File: src/rtl/apb_rr_arbiter_if.sv
// APB bundle between N requesting masters, the round-robin arbiter and the shared slave.
// The master modport is the requesting side; the slave modport is the arbiter's view.
interface apb_rr_arbiter_if #(
  parameter int unsigned N_MASTERS = 2,
  parameter int unsigned ADDR_W    = 8,
  parameter int unsigned DATA_W    = 32
);
  logic [N_MASTERS-1:0]        m_psel_i;
  logic [N_MASTERS-1:0]        m_penable_i;
  logic [N_MASTERS-1:0]        m_pwrite_i;
  logic [N_MASTERS*ADDR_W-1:0] m_paddr_i;
  logic [N_MASTERS*DATA_W-1:0] m_pwdata_i;
  logic [DATA_W-1:0]           m_prdata_o;
  logic [N_MASTERS-1:0]        m_pready_o;
  logic [N_MASTERS-1:0]        m_pslverr_o;
  logic                        s_psel_o;
  logic                        s_penable_o;
  logic                        s_pwrite_o;
  logic [ADDR_W-1:0]           s_paddr_o;
  logic [DATA_W-1:0]           s_pwdata_o;
  logic [DATA_W-1:0]           s_prdata_i;
  logic                        s_pready_i;
  logic                        s_pslverr_i;
  logic [N_MASTERS-1:0]        grant_o;
  logic                        timeout_o;

  modport slave (
    input  m_psel_i, m_penable_i, m_pwrite_i, m_paddr_i, m_pwdata_i,
    input  s_prdata_i, s_pready_i, s_pslverr_i,
    output m_prdata_o, m_pready_o, m_pslverr_o,
    output s_psel_o, s_penable_o, s_pwrite_o, s_paddr_o, s_pwdata_o,
    output grant_o, timeout_o
  );

  modport master (
    output m_psel_i, m_penable_i, m_pwrite_i, m_paddr_i, m_pwdata_i,
    output s_prdata_i, s_pready_i, s_pslverr_i,
    input  m_prdata_o, m_pready_o, m_pslverr_o,
    input  s_psel_o, s_penable_o, s_pwrite_o, s_paddr_o, s_pwdata_o,
    input  grant_o, timeout_o
  );
endinterface

File: src/rtl/apb_rr_arbiter.sv
// N-master to 1-slave APB interconnect: round-robin grant, locally generated SETUP/ACCESS
// phases toward the slave, and an optional ACCESS-phase timeout that errors the transfer.
module apb_rr_arbiter #(
  parameter int unsigned N_MASTERS      = 2,
  parameter int unsigned ADDR_W         = 8,
  parameter int unsigned DATA_W         = 32,
  parameter int unsigned TIMEOUT_CYCLES = 16
) (
  input logic             pclk_i,
  input logic             presetn_i,
  apb_rr_arbiter_if.slave bus
);
  localparam int unsigned IDX_W   = $clog2(N_MASTERS);
  localparam int unsigned CNT_W   = (TIMEOUT_CYCLES > 1) ? $clog2(TIMEOUT_CYCLES) : 1;
  localparam int unsigned TO_LAST = (TIMEOUT_CYCLES == 0) ? 0 : TIMEOUT_CYCLES - 1;

  typedef enum logic [1:0] {StIdle, StSetup, StAccess} state_e;

  state_e               state_q, state_d;
  logic [N_MASTERS-1:0] grant_q, grant_d;
  logic [IDX_W-1:0]     gidx_q, gidx_d;
  logic [IDX_W-1:0]     last_q, last_d;
  logic [CNT_W-1:0]     cnt_q, cnt_d;
  logic [IDX_W-1:0]     cand;
  logic [IDX_W-1:0]     win_idx;
  logic                 win_found;
  logic                 timeout_hit;
  logic                 done;
  logic                 unused_penable;

  // Master penable carries no timing information here; slave phases are generated locally.
  assign unused_penable = ^bus.m_penable_i;

  assign timeout_hit = (state_q == StAccess) && !bus.s_pready_i && (TIMEOUT_CYCLES != 0) &&
                       (cnt_q == CNT_W'(TO_LAST));
  assign done        = (state_q == StAccess) && (bus.s_pready_i || timeout_hit);

  // Scan from the master after the last one served, wrapping around.
  always_comb begin
    cand      = '0;
    win_idx   = '0;
    win_found = 1'b0;
    for (int i = 1; i <= int'(N_MASTERS); i++) begin
      cand = IDX_W'((int'(last_q) + i) % int'(N_MASTERS));
      if (!win_found && bus.m_psel_i[cand]) begin
        win_found = 1'b1;
        win_idx   = cand;
      end
    end
  end

  always_ff @(posedge pclk_i or negedge presetn_i) begin
    if (!presetn_i) begin
      state_q <= StIdle;
      grant_q <= '0;
      gidx_q  <= '0;
      last_q  <= IDX_W'(N_MASTERS - 1);
      cnt_q   <= '0;
    end else begin
      state_q <= state_d;
      grant_q <= grant_d;
      gidx_q  <= gidx_d;
      last_q  <= last_d;
      cnt_q   <= cnt_d;
    end
  end

  always_comb begin
    state_d = state_q;
    grant_d = grant_q;
    gidx_d  = gidx_q;
    last_d  = last_q;
    cnt_d   = cnt_q;
    unique case (state_q)
      StIdle: begin
        cnt_d = '0;
        if (win_found) begin
          grant_d = {{(N_MASTERS-1){1'b0}}, 1'b1} << win_idx;
          gidx_d  = win_idx;
          state_d = StSetup;
        end
      end
      StSetup: state_d = StAccess;
      StAccess: begin
        cnt_d = cnt_q + 1'b1;
        if (done) begin
          state_d = StIdle;
          grant_d = '0;
          last_d  = gidx_q;
        end
      end
      default: state_d = StIdle;
    endcase
  end

  always_comb begin
    bus.s_psel_o    = 1'b0;
    bus.s_penable_o = 1'b0;
    bus.s_pwrite_o  = 1'b0;
    bus.s_paddr_o   = '0;
    bus.s_pwdata_o  = '0;
    bus.m_pready_o  = '0;
    bus.m_pslverr_o = '0;
    bus.timeout_o   = 1'b0;
    bus.grant_o     = grant_q;
    // Gated so that every output reads zero while reset is held.
    bus.m_prdata_o  = presetn_i ? bus.s_prdata_i : '0;
    if (state_q != StIdle) begin
      bus.s_psel_o    = 1'b1;
      bus.s_penable_o = (state_q == StAccess);
      bus.s_pwrite_o  = bus.m_pwrite_i[gidx_q];
      bus.s_paddr_o   = bus.m_paddr_i[int'(gidx_q) * ADDR_W +: ADDR_W];
      bus.s_pwdata_o  = bus.m_pwdata_i[int'(gidx_q) * DATA_W +: DATA_W];
    end
    if (done) begin
      bus.m_pready_o  = grant_q;
      bus.m_pslverr_o = (bus.s_pslverr_i || timeout_hit) ? grant_q : '0;
      bus.timeout_o   = timeout_hit;
    end
  end
endmodule

File: src/flat_wrapper.sv
// flat-port wrapper written by rule: the top's interface ports become plain ports
module apb_rr_arbiter_flat 
#(
  parameter int unsigned N_MASTERS      = 2,
  parameter int unsigned ADDR_W         = 8,
  parameter int unsigned DATA_W         = 32,
  parameter int unsigned TIMEOUT_CYCLES = 16
)
  (pclk_i, presetn_i, bus_m_psel_i, bus_m_penable_i, bus_m_pwrite_i, bus_m_paddr_i, bus_m_pwdata_i, bus_s_prdata_i, bus_s_pready_i, bus_s_pslverr_i, bus_m_prdata_o, bus_m_pready_o, bus_m_pslverr_o, bus_s_psel_o, bus_s_penable_o, bus_s_pwrite_o, bus_s_paddr_o, bus_s_pwdata_o, bus_grant_o, bus_timeout_o);
  apb_rr_arbiter_if #(.N_MASTERS(N_MASTERS), .ADDR_W(ADDR_W), .DATA_W(DATA_W)) bus_i ();
  input logic pclk_i;
  input logic presetn_i;
  input wire logic [$bits(bus_i.m_psel_i)-1:0] bus_m_psel_i;
  input wire logic [$bits(bus_i.m_penable_i)-1:0] bus_m_penable_i;
  input wire logic [$bits(bus_i.m_pwrite_i)-1:0] bus_m_pwrite_i;
  input wire logic [$bits(bus_i.m_paddr_i)-1:0] bus_m_paddr_i;
  input wire logic [$bits(bus_i.m_pwdata_i)-1:0] bus_m_pwdata_i;
  input wire logic [$bits(bus_i.s_prdata_i)-1:0] bus_s_prdata_i;
  input wire logic [$bits(bus_i.s_pready_i)-1:0] bus_s_pready_i;
  input wire logic [$bits(bus_i.s_pslverr_i)-1:0] bus_s_pslverr_i;
  output wire logic [$bits(bus_i.m_prdata_o)-1:0] bus_m_prdata_o;
  output wire logic [$bits(bus_i.m_pready_o)-1:0] bus_m_pready_o;
  output wire logic [$bits(bus_i.m_pslverr_o)-1:0] bus_m_pslverr_o;
  output wire logic [$bits(bus_i.s_psel_o)-1:0] bus_s_psel_o;
  output wire logic [$bits(bus_i.s_penable_o)-1:0] bus_s_penable_o;
  output wire logic [$bits(bus_i.s_pwrite_o)-1:0] bus_s_pwrite_o;
  output wire logic [$bits(bus_i.s_paddr_o)-1:0] bus_s_paddr_o;
  output wire logic [$bits(bus_i.s_pwdata_o)-1:0] bus_s_pwdata_o;
  output wire logic [$bits(bus_i.grant_o)-1:0] bus_grant_o;
  output wire logic [$bits(bus_i.timeout_o)-1:0] bus_timeout_o;
  assign bus_i.m_psel_i = bus_m_psel_i;
  assign bus_i.m_penable_i = bus_m_penable_i;
  assign bus_i.m_pwrite_i = bus_m_pwrite_i;
  assign bus_i.m_paddr_i = bus_m_paddr_i;
  assign bus_i.m_pwdata_i = bus_m_pwdata_i;
  assign bus_i.s_prdata_i = bus_s_prdata_i;
  assign bus_i.s_pready_i = bus_s_pready_i;
  assign bus_i.s_pslverr_i = bus_s_pslverr_i;
  assign bus_m_prdata_o = bus_i.m_prdata_o;
  assign bus_m_pready_o = bus_i.m_pready_o;
  assign bus_m_pslverr_o = bus_i.m_pslverr_o;
  assign bus_s_psel_o = bus_i.s_psel_o;
  assign bus_s_penable_o = bus_i.s_penable_o;
  assign bus_s_pwrite_o = bus_i.s_pwrite_o;
  assign bus_s_paddr_o = bus_i.s_paddr_o;
  assign bus_s_pwdata_o = bus_i.s_pwdata_o;
  assign bus_grant_o = bus_i.grant_o;
  assign bus_timeout_o = bus_i.timeout_o;
  apb_rr_arbiter #(.N_MASTERS(N_MASTERS), .ADDR_W(ADDR_W), .DATA_W(DATA_W), .TIMEOUT_CYCLES(TIMEOUT_CYCLES)) u_core (.pclk_i(pclk_i), .presetn_i(presetn_i), .bus(bus_i));
endmodule
File: config.mk
export PLATFORM = sky130hd
export DESIGN_NAME = apb_rr_arbiter_flat
export DESIGN_NICKNAME = d
export VERILOG_FILES = /design/src/rtl/apb_rr_arbiter_if.sv /design/src/rtl/apb_rr_arbiter.sv /design/src/flat_wrapper.sv
export SDC_FILE = /design/constraint.sdc
export NUM_CORES = 1
export LEC_CHECK = 0
export ABC_AREA = 1
export CORE_MARGIN = 8
export CORE_UTILIZATION = 26
export DETAILED_ROUTE_END_ITERATION = 7
export PLACE_DENSITY = 0.89
export SLEW_MARGIN = 20
export SYNTH_ARGS = -nofsm -noshare
export SYNTH_HDL_FRONTEND = slang
export SYNTH_SLANG_ARGS = --single-unit
export TNS_END_PERCENT = 30
File: constraint.sdc
create_clock -name pclk_i -period 2.4 [get_ports pclk_i]
set_input_delay 0.36 -clock pclk_i [delete_from_list [all_inputs] [get_ports pclk_i]]
set_output_delay 0.36 -clock pclk_i [all_outputs]
set_load 0.02 [all_outputs]
[Yosys cells after proc, flatten, opt, wreduce, memory -nomap -nowiden]
Cells that the tools add are included.
Storage, ports and cells
  word-level logic and storage cells: 60
  register bits: 10
  output and inout bits: 82
  input bits: 122
Cells by class
  shifts and indexed selects: 3
  magnitude comparators: 3
  add/sub/neg operators: 3
  equal/unequal tests: 5
  reduce and logical (&&, ||, !) cells: 15
  muxes and demuxes: 26
Operators with widths (count)
  $mux 32: 2
  $shiftx 64x7->32: 1
  $shiftx 16x5->8: 1
  $mux 1: 14
  $mux 2: 6
  $mux 8: 1
  $pmux 4 s2: 1
  $lt 1x2->1 const B: 3
  $pmux 2 s3: 1
  $reduce_and 2->1: 3
  $add 4x1->4 const B: 1
  $eq 4x4->1 const B: 1
  $logic_and 1x1->1: 4
  $ne 2x1->1 const B: 2
  $pmux 2 s2: 1
  $reduce_bool 2->1: 2
  $reduce_and 3->1: 1
  $add 1x1->1 const B: 2
  $eq 2x1->1 const B: 1
  $eq 2x2->1 const B: 1
  $logic_not 1->1: 2
  $logic_not 2->1: 1
  $logic_or 1x1->1: 2
  $shl 1x1->2 const A: 1

[Logic depth before layout (Yosys ltp)]
Gate-level depths: netlist (run 1).
  depth after elaboration: 10
  depth in mapped cells: 6
  depth with buffers taken out: 6

[Worst setup path after synthesis (run 1)]
No wires, ideal clock.
  kind: reg2out
  from: register u_core.cnt_q[0]
  to: output port bus_m_pslverr_o[0]
  required time: 2.040 ns
  buffers on the path: 0
  setup slack: 0.766 ns
  cell stages (with the launch flop): 6
  arrival: 1.274 ns
  path through: dfrtp_1 -> ha_1 -> nand3_2 -> nor3_4 -> nor2_1 -> nor2_1
Between the ends
  word-level cells in the longest chain between the ends: 5
  elaborated cells on any way between the ends: 7
  those cells by class: eq/ne: 1; mux: 2; reduce/logical: 4
RTL lines
  start, declared: line apb_rr_arbiter.sv:23  | logic [CNT_W-1:0] cnt_q, cnt_d;
  start signal, assigned: line apb_rr_arbiter.sv:64  | cnt_q <= cnt_d;
  $eq 4x4->1 (*): line apb_rr_arbiter.sv:35  | (cnt_q == CNT_W'(TO_LAST));
  $logic_and 1x1->1 (*): line apb_rr_arbiter.sv:34  | assign timeout_hit = (state_q == StAccess) && !bus.s_pready_i && (TIMEOUT_CYCLES != 0) &&
  $logic_or 1x1->1 (on tied branches): line apb_rr_arbiter.sv:117, apb_rr_arbiter.sv:36
  $mux 2 / $logic_and 1x1->1 (equally long branches): line apb_rr_arbiter.sv:117, apb_rr_arbiter.sv:36
  $mux 2 (*): line apb_rr_arbiter.sv:115  | if (done) begin
  end, declared: line flat_wrapper.sv:23  | output wire logic [$bits(bus_i.m_pslverr_o)-1:0] bus_m_pslverr_o;
Every way passes the cells marked *; elsewhere a longest branch is shown, timed or not.

[Final worst setup path (run 1)]
  from: register u_core.cnt_q[0]
  to: output port bus_m_pready_o[1]
Between the ends
  word-level cells in the longest chain between the ends: 5
RTL lines
  $eq 4x4->1: line apb_rr_arbiter.sv:35
  $logic_and 1x1->1: line apb_rr_arbiter.sv:34
  $logic_or 1x1->1: line apb_rr_arbiter.sv:36  | assign done = (state_q == StAccess) && (bus.s_pready_i || timeout_hit);
  $logic_and 1x1->1: line apb_rr_arbiter.sv:36
  $mux 2: line apb_rr_arbiter.sv:115
  end, declared: line flat_wrapper.sv:22  | output wire logic [$bits(bus_i.m_pready_o)-1:0] bus_m_pready_o;
No other way between the ends.

==> summary.md, run 1 <==
| Metric | Value |
|---|---|
| Top-count cell post-synth | nand2_1 |
| Final worst-path setup slack | between 0.15 and 0.2 ns |
| # DRC | 0 |
| Worst skew pair latency | between 0.2 and 0.25 ns |
| Slowest-stage cell, CP | clkdlybuf4s50_1 |
| Net Sw Frac | 50.3% |
| Number of buffers created by CTS | 3 |
| Largest net degree at the start of global routing | 42 |
| WS Path Type | flop to output pin |
| RSZ-0062 raised after global routing | false |
| Relative slew margins | 82.1% |
| Final HPWL DP | about 7300 µm |
| Initial DRC count | between 100 and 150 |
| Max cap viols | 0 |
| Reg2Reg Launch Point | u_core.state_q[0] |
| Via count | 2335 |
| Yosys top cell area share | ~34% |
| Initial DRT Pass Iterations | 4 |
| Worst hold path cell count | 2 |
| Total grt overflow | 0 |
| First-pass GRT wire length | roughly 12000 µm |
| Post-route ant nets | 0 |
| Cts hold-fix bufs | 0 |
| Minimum clock period | between 2 and 2.5 ns |
| Number of synthesized flops with an enable pin | 0 |
| NetSw | roughly 1.6 mW |
| Startpoint types | flop |
| DIE AREA | roughly 7900 µm² |
| Final Hold Viols | 0 |
| Source of the worst hold timing path | u_core.last_q |
| Setup-failing EPs final | 0 |
| Filler instances | 438 |
| Total leakage power | 1.72 nW |
| Crit-path cells | ha_1 -> nand3_2 -> a21oi_2 -> nand2_1 -> inv_1 -> clkdlybuf4s50_1 |
| DP Worst Slack | 0.119 ns |
| GP Congestion | between 0.8 and 0.9 |
| Die X | 88.8 µm |
| Final Core Density | a little over two thirds |
| H-Tree Depth | 1 |
| Skew final | 0.00341 ns |
| Yosys warnings | 0 |
| Multi-input gate area | 882 µm² |
| Fraction of final layout cells sized beyond drive strength 1 | 5.42% |
| FMAX | 0.454 GHz |
| Comb power frac | a little over four fifths |
| Setup Fix Bufs, Post-CTS | 0 |
| # clock sinks | 10 |
| Chip height | just under 90 µm |
| Yosys top cell by area | nand2_1 |
| Initial antenna violation count | 0 |
| Worst slew pin tran | about 0.27 ns |
| Core area | around 5100 µm² |
| Storage cell area | roughly 250 µm² |
| Worst EP required | 2.04 ns |
| VDD IR max | roughly 0.43 mV |
| Final max-slew violation count | 0 |
| Vias in the first global route | roughly 2300 |
| Synth cell types | 22 |
| Power share of the clock group | roughly 6.5% |
| Max incr delay on CP | ~0.61 ns |
| Prevailing post-synth register cell | dfrtp_1 |
| Worst hold path class | flop to flop |
| Number of port buffers | between 200 and 250 |
| FP Rows | 26 |
| Drt wl/cell | between 15 and 20 µm |
| Synth-to-Final Area Change | 158% |
| Ant diodes | 0 |
| Largest cells by area after synthesis | nand2_1, dfrtp_1, a21oi_1 |
| Root Buffer | clkbuf_8 |
| Yosys reg bits | 10 |
| Outcome | finished, final reports clean |
| Average cell area after synthesis | between 5 and 6 µm² |
| Final wirelength | 8450 µm |
| Post-synthesis sequential area ratio | 18.3% |
| Int Power | between 1.5 and 2 mW |
| Post-Syn Instances | ~270 |
| FFs w/ async S/R, synth | 100% |
| Sum of negative setup slack | 0 ns |
| Clock slew at the register clock pins of the worst setup and hold paths | 0.05 ns |
| Starting Density | between 20% and 30% |
| Reg2Reg Depth | 6 |
| I/O pin cnt | between 200 and 250 |
| Net count after synthesis | 388 |
| Max Root-Sink Buffers | 2 |
| Mapped Area | roughly 1400 µm² |
| Cell Pwr Density | 897 nW/µm² |
| Kind of end point of the critical path | output pin |
| Final nets | roughly 590 |
| CTS tree | yes |
| Critical Path AT | 1.84 ns |
| Setup crit start | u_core.cnt_q[0] |
| Avg Vias per Cell | 4.40 |
| Total GRT Usage | 19.7% |
| Post-synth top cells | nand2_1, a21oi_1, inv_1 |
| Sequential share of power | 10.1% |
| Crit path max fanout | 4 |
| Period utilization | a little over 90% |
flip-flops by register name (all words and copies together), names as in the netlist:
register and flops:
u_core.bus.grant_o 2, u_core.last_q 1, u_core.gidx_q 1, u_core.cnt_q 4, u_core.state_q 2
power groups by stage:
stage | clock [mW] | combinational, mW | sequential [mW]
after global placement | 0 | 2.62 | 0.319
after detailed placement | 0 | 2.67 | 0.324
after floorplan | 0 | 1.37 | 0.320
after global routing | 0.227 | 2.85 | 0.332
final | 0.208 | 2.66 | 0.321
after CTS | 0.215 | 2.68 | 0.322
critical path, delay by kind of cell (launching register included):
kind	cells	cell delay [ns]
buf+inv	2	0.66
simple gates	2	0.21
flops	1	0.37
fa+ha+maj	1	0.19
compound gates	1	0.17
worst paths after layout:
path / endpoint / slack, ns
worst max-delay path: bus_m_pready_o[1] / 0.20
worst min-delay path: u_core.last_q / 0.47
worst max register to register: u_core.bus.grant_o[0] / 1.25
worst min register to register: u_core.last_q / 0.47
max in group asynchronous: u_core.last_q / 1.50
min in group asynchronous: u_core.bus.grant_o[0] / 0.69
layout by cell type, fill, tap and decap left out, drive strengths merged, types with 2 or more instances in the layout:
cell type and count:
a21oi 44, buf 7, clkbuf 4, clkdlybuf4s50 199
dfrtp 9, dlymetal6s2s 2, inv 45, nand2 125
nand3 6, nand4 2, nor2 6, o21ai 8
logic make-up after synthesis:
group | synth area share (%)
simple gates | 42.1
compound gates | 20.7
fa+ha+maj | 0.908
flops | 18.3
buf+inv | 18.0
cell type report:
type	instances	area share, %
Clock buffer	4	1.55
Timing Repair Buffer	208	59.3
Inverter	45	4.82
Sequential cell	10	7.07
Multi-Input combinational cell	194	24.8
Tap cell	70	2.46
timing repair:
action | in CTS | in global routing
endpoints found under the setup margin | 0 | 4
hold endpoints to repair | 0 | 0
resized for setup | 0 | 3
per-layer routing:
| metal | track usage (%) | vias up | share of wire (%) |
|---|---|---|---|
| met2 | 33.8 | 146 | 47 |
| met4 | 5.99 | 0 | 1.4 |
| met1 | 19.9 | 982 | 35 |
| met3 | 11.0 | 10 | 17 |
| met5 | 0 | - | 0 |
| li1 | - | 1197 | - |
through the flow:
step | area, µm² | hold slack [ns] | std cells | total power [mW]
floorplan | 1380 | 0.0644 | 265 | 1.69
global placement | 3490 | 0.464 | 527 | 2.94
detailed placement | 3490 | 0.466 | 527 | 2.99
CTS | 3550 | 0.473 | 531 | 3.22
global route | 3550 | 0.489 | 531 | 3.41
finish | 3550 | 0.471 | 531 | 3.19
Power figures use the tool's default switching activity.
==> run 2: changes to the inputs <==
--- a/config.mk
+++ b/config.mk
@@ -10,6 +10,7 @@
 export CORE_UTILIZATION = 26
 export DETAILED_ROUTE_END_ITERATION = 7
 export PLACE_DENSITY = 0.89
+export SETUP_SLACK_MARGIN = 0.3
 export SLEW_MARGIN = 20
 export SYNTH_ARGS = -nofsm -noshare
 export SYNTH_HDL_FRONTEND = slang
==> run 2 against run 1 <==
Via count grew 1.0%. Total power fell by 3.5%. Die area unchanged. Global-route usage barely moved. Utilization rose by 0.15 points. Register-to-register slack is essentially flat. Cell count is the same. Setup slack improved by 0.049 ns. Hold slack is essentially flat. Routed wire length is 0.52% higher.
==> summary.md, run 2 (synthesis results as in run 1) <==
| Metric | Value |
|---|---|
| Max Root-Sink Buffers | 2 |
| H-Tree Depth | 1 |
| Total GRT Usage | 19.7% |
| # DRC | 0 |
| WS Path Type | flop to output pin |
| CTS tree | yes |
| Period utilization | between 80 and 90% |
| Fraction of final layout cells sized beyond drive strength 1 | 5.42% |
| Worst hold path class | flop to flop |
| R2R Setup Slk | between 1 and 1.5 ns |
| Max cap viols | 0 |
| Kind of end point of the critical path | output pin |
| GP Congestion | approximately 0.86 |
| Avg Vias per Cell | 4.44 |
| Critical Path AT | approximately 1.8 ns |
| DP Area | 3490 µm² |
| VDD IR max | ~0.43 mV |
| Cell Pwr Density | about 860 nW/µm² |
| Initial antenna violation count | 0 |
| Most flop-heavy register | u_core.cnt_q |
| Total grt overflow | 0 |
| Worst skew pair latency | about 0.23 ns |
| FMAX | 0.464 GHz |
| Worst hold path cell count | 2 |
| Via count | 2359 |
| Minimum clock period | 2.16 ns |
| Total leakage power | ~2.0 nW |
| Number of port buffers | around 200 |
| Vias in the first global route | 2324 |
| Crit path max fanout | 41 |
| Reg2Reg Launch Point | u_core.cnt_q[0] |
| Root Buffer | clkbuf_8 |
| Placed Cells | between 500 and 600 |
| Reg2Reg Depth | 6 |
| Final HPWL DP | approximately 7300 µm |
| Post-route ant nets | 0 |
| Core area | about 5100 µm² |
| I/O pin cnt | 204 |
| Worst EP required | 2.04 ns |
| Final nets | around 600 |
| Setup crit start | u_core.gidx_q |
| Die X | around 89 µm |
| Outcome | finished, final reports clean |
| Initial DRT Pass Iterations | 4 |
| Ant diodes | 0 |
| Max reg flops | 4 |
| Drt wl/cell | between 15 and 20 µm |
| Skew final | roughly 0.0033 ns |
| Fin cells | between 500 and 600 |
| # clock sinks | 10 |
| Final wirelength | roughly 8500 µm |
| Number of buffers created by CTS | 3 |
| Largest net degree at the start of global routing | 42 |
| Fin area | ~3600 µm² |
| Filler instances | 441 |
| Final Hold Viols | 0 |
| Sum of negative setup slack | 0 ns |
| RSZ-0062 raised after global routing | true |
| FF-to-FF End | u_core.last_q |
| Setup-failing EPs final | 0 |
| Leading cell type in the layout, fill and taps excluded | clkdlybuf4s50_1 |
| Initial DRC count | approximately 110 |
| First-pass GRT wire length | ~12000 µm |
| DIE AREA | between 7000 and 8000 µm² |
| Final max-slew violation count | 0 |
| Critical path capture point | bus_s_pwdata_o[30] |
| Most frequent cells in the layout | clkdlybuf4s50_1, nand2_1, a21oi_1, inv_1, dlygate4sd2_1 |
| Relative slew margins | 81.1% |
| Synth-to-Final Area Change | 159% |
| Starting Density | 27.0% |
| FP Rows | 26 |
| Clock slew at the register clock pins of the worst setup and hold paths | 0.05 ns |
| Chip height | ~89 µm |
| Worst slew pin tran | 0.283 ns |
| Startpoint types | flop |
## run 2: where the power goes
part	switching [mW]	total [mW]	internal (mW)	leakage [nW]
clock	0.0638	0.208	0.144	0.0288
combinational	1.45	2.55	1.09	1.84
sequential	0.0805	0.324	0.243	0.125
total	1.60	3.08	1.48	1.99
## run 2: how the worst min path moves through the flow
stage	from	to	slack [ns]
after CTS	u_core.last_q	u_core.last_q	0.47
after global placement	u_core.last_q	u_core.last_q	0.46
after global routing	u_core.last_q	u_core.last_q	0.49
after floorplan	presetn_i	u_core.bus.grant_o[0]	0.06
final	u_core.last_q	u_core.last_q	0.47
after detailed placement	u_core.last_q	u_core.last_q	0.47
## run 2: metrics by stage
step	util, %	hold WS [ns]	power, mW	setup slack (ns)
after floorplan	-	0.0644	1.69	0.766
after global placement	68.3	0.464	2.94	0.160
after detailed placement	68.3	0.466	2.99	0.119
after CTS	68.9	0.473	3.12	0.237
after global routing	69.7	0.489	3.30	0.149
final	69.7	0.471	3.08	0.244
## run 2: timing repair
item	CTS	global route
hold buffers	0	0
buffers inserted	0	0
setup endpoints to repair	78	59
gates resized for setup	23	18
hold endpoints to repair	0	0
## run 2: routing by layer
layer | vias to the layer above | global-route usage (%) | wire (µm)
met3 | 12 | 11.0 | 1440
met4 | 0 | 6.61 | 150
li1 | 1196 | - | -
met1 | 988 | 19.7 | 2890
met2 | 163 | 33.6 | 4020
met5 | - | 0 | 0
## run 2: area by class of cell
class / instances / area (µm²) / share of cell area (%)
multi-input cells: 194 / 878 / 24.7
repair buffers: 208 / 2120 / 59.4
inverters: 45 / 171 / 4.81
well taps: 70 / 87.6 / 2.46
clock buffers: 4 / 55.1 / 1.55
flip-flops and latches: 10 / 253 / 7.10
## run 2: critical path, stage by stage (launching register included)
cell and delay, ns:
dfrtp_1 0.40, inv_2 0.10, buf_12 0.21, nand2_1 0.08
a21oi_1 0.12, clkdlybuf4s50_1 0.63
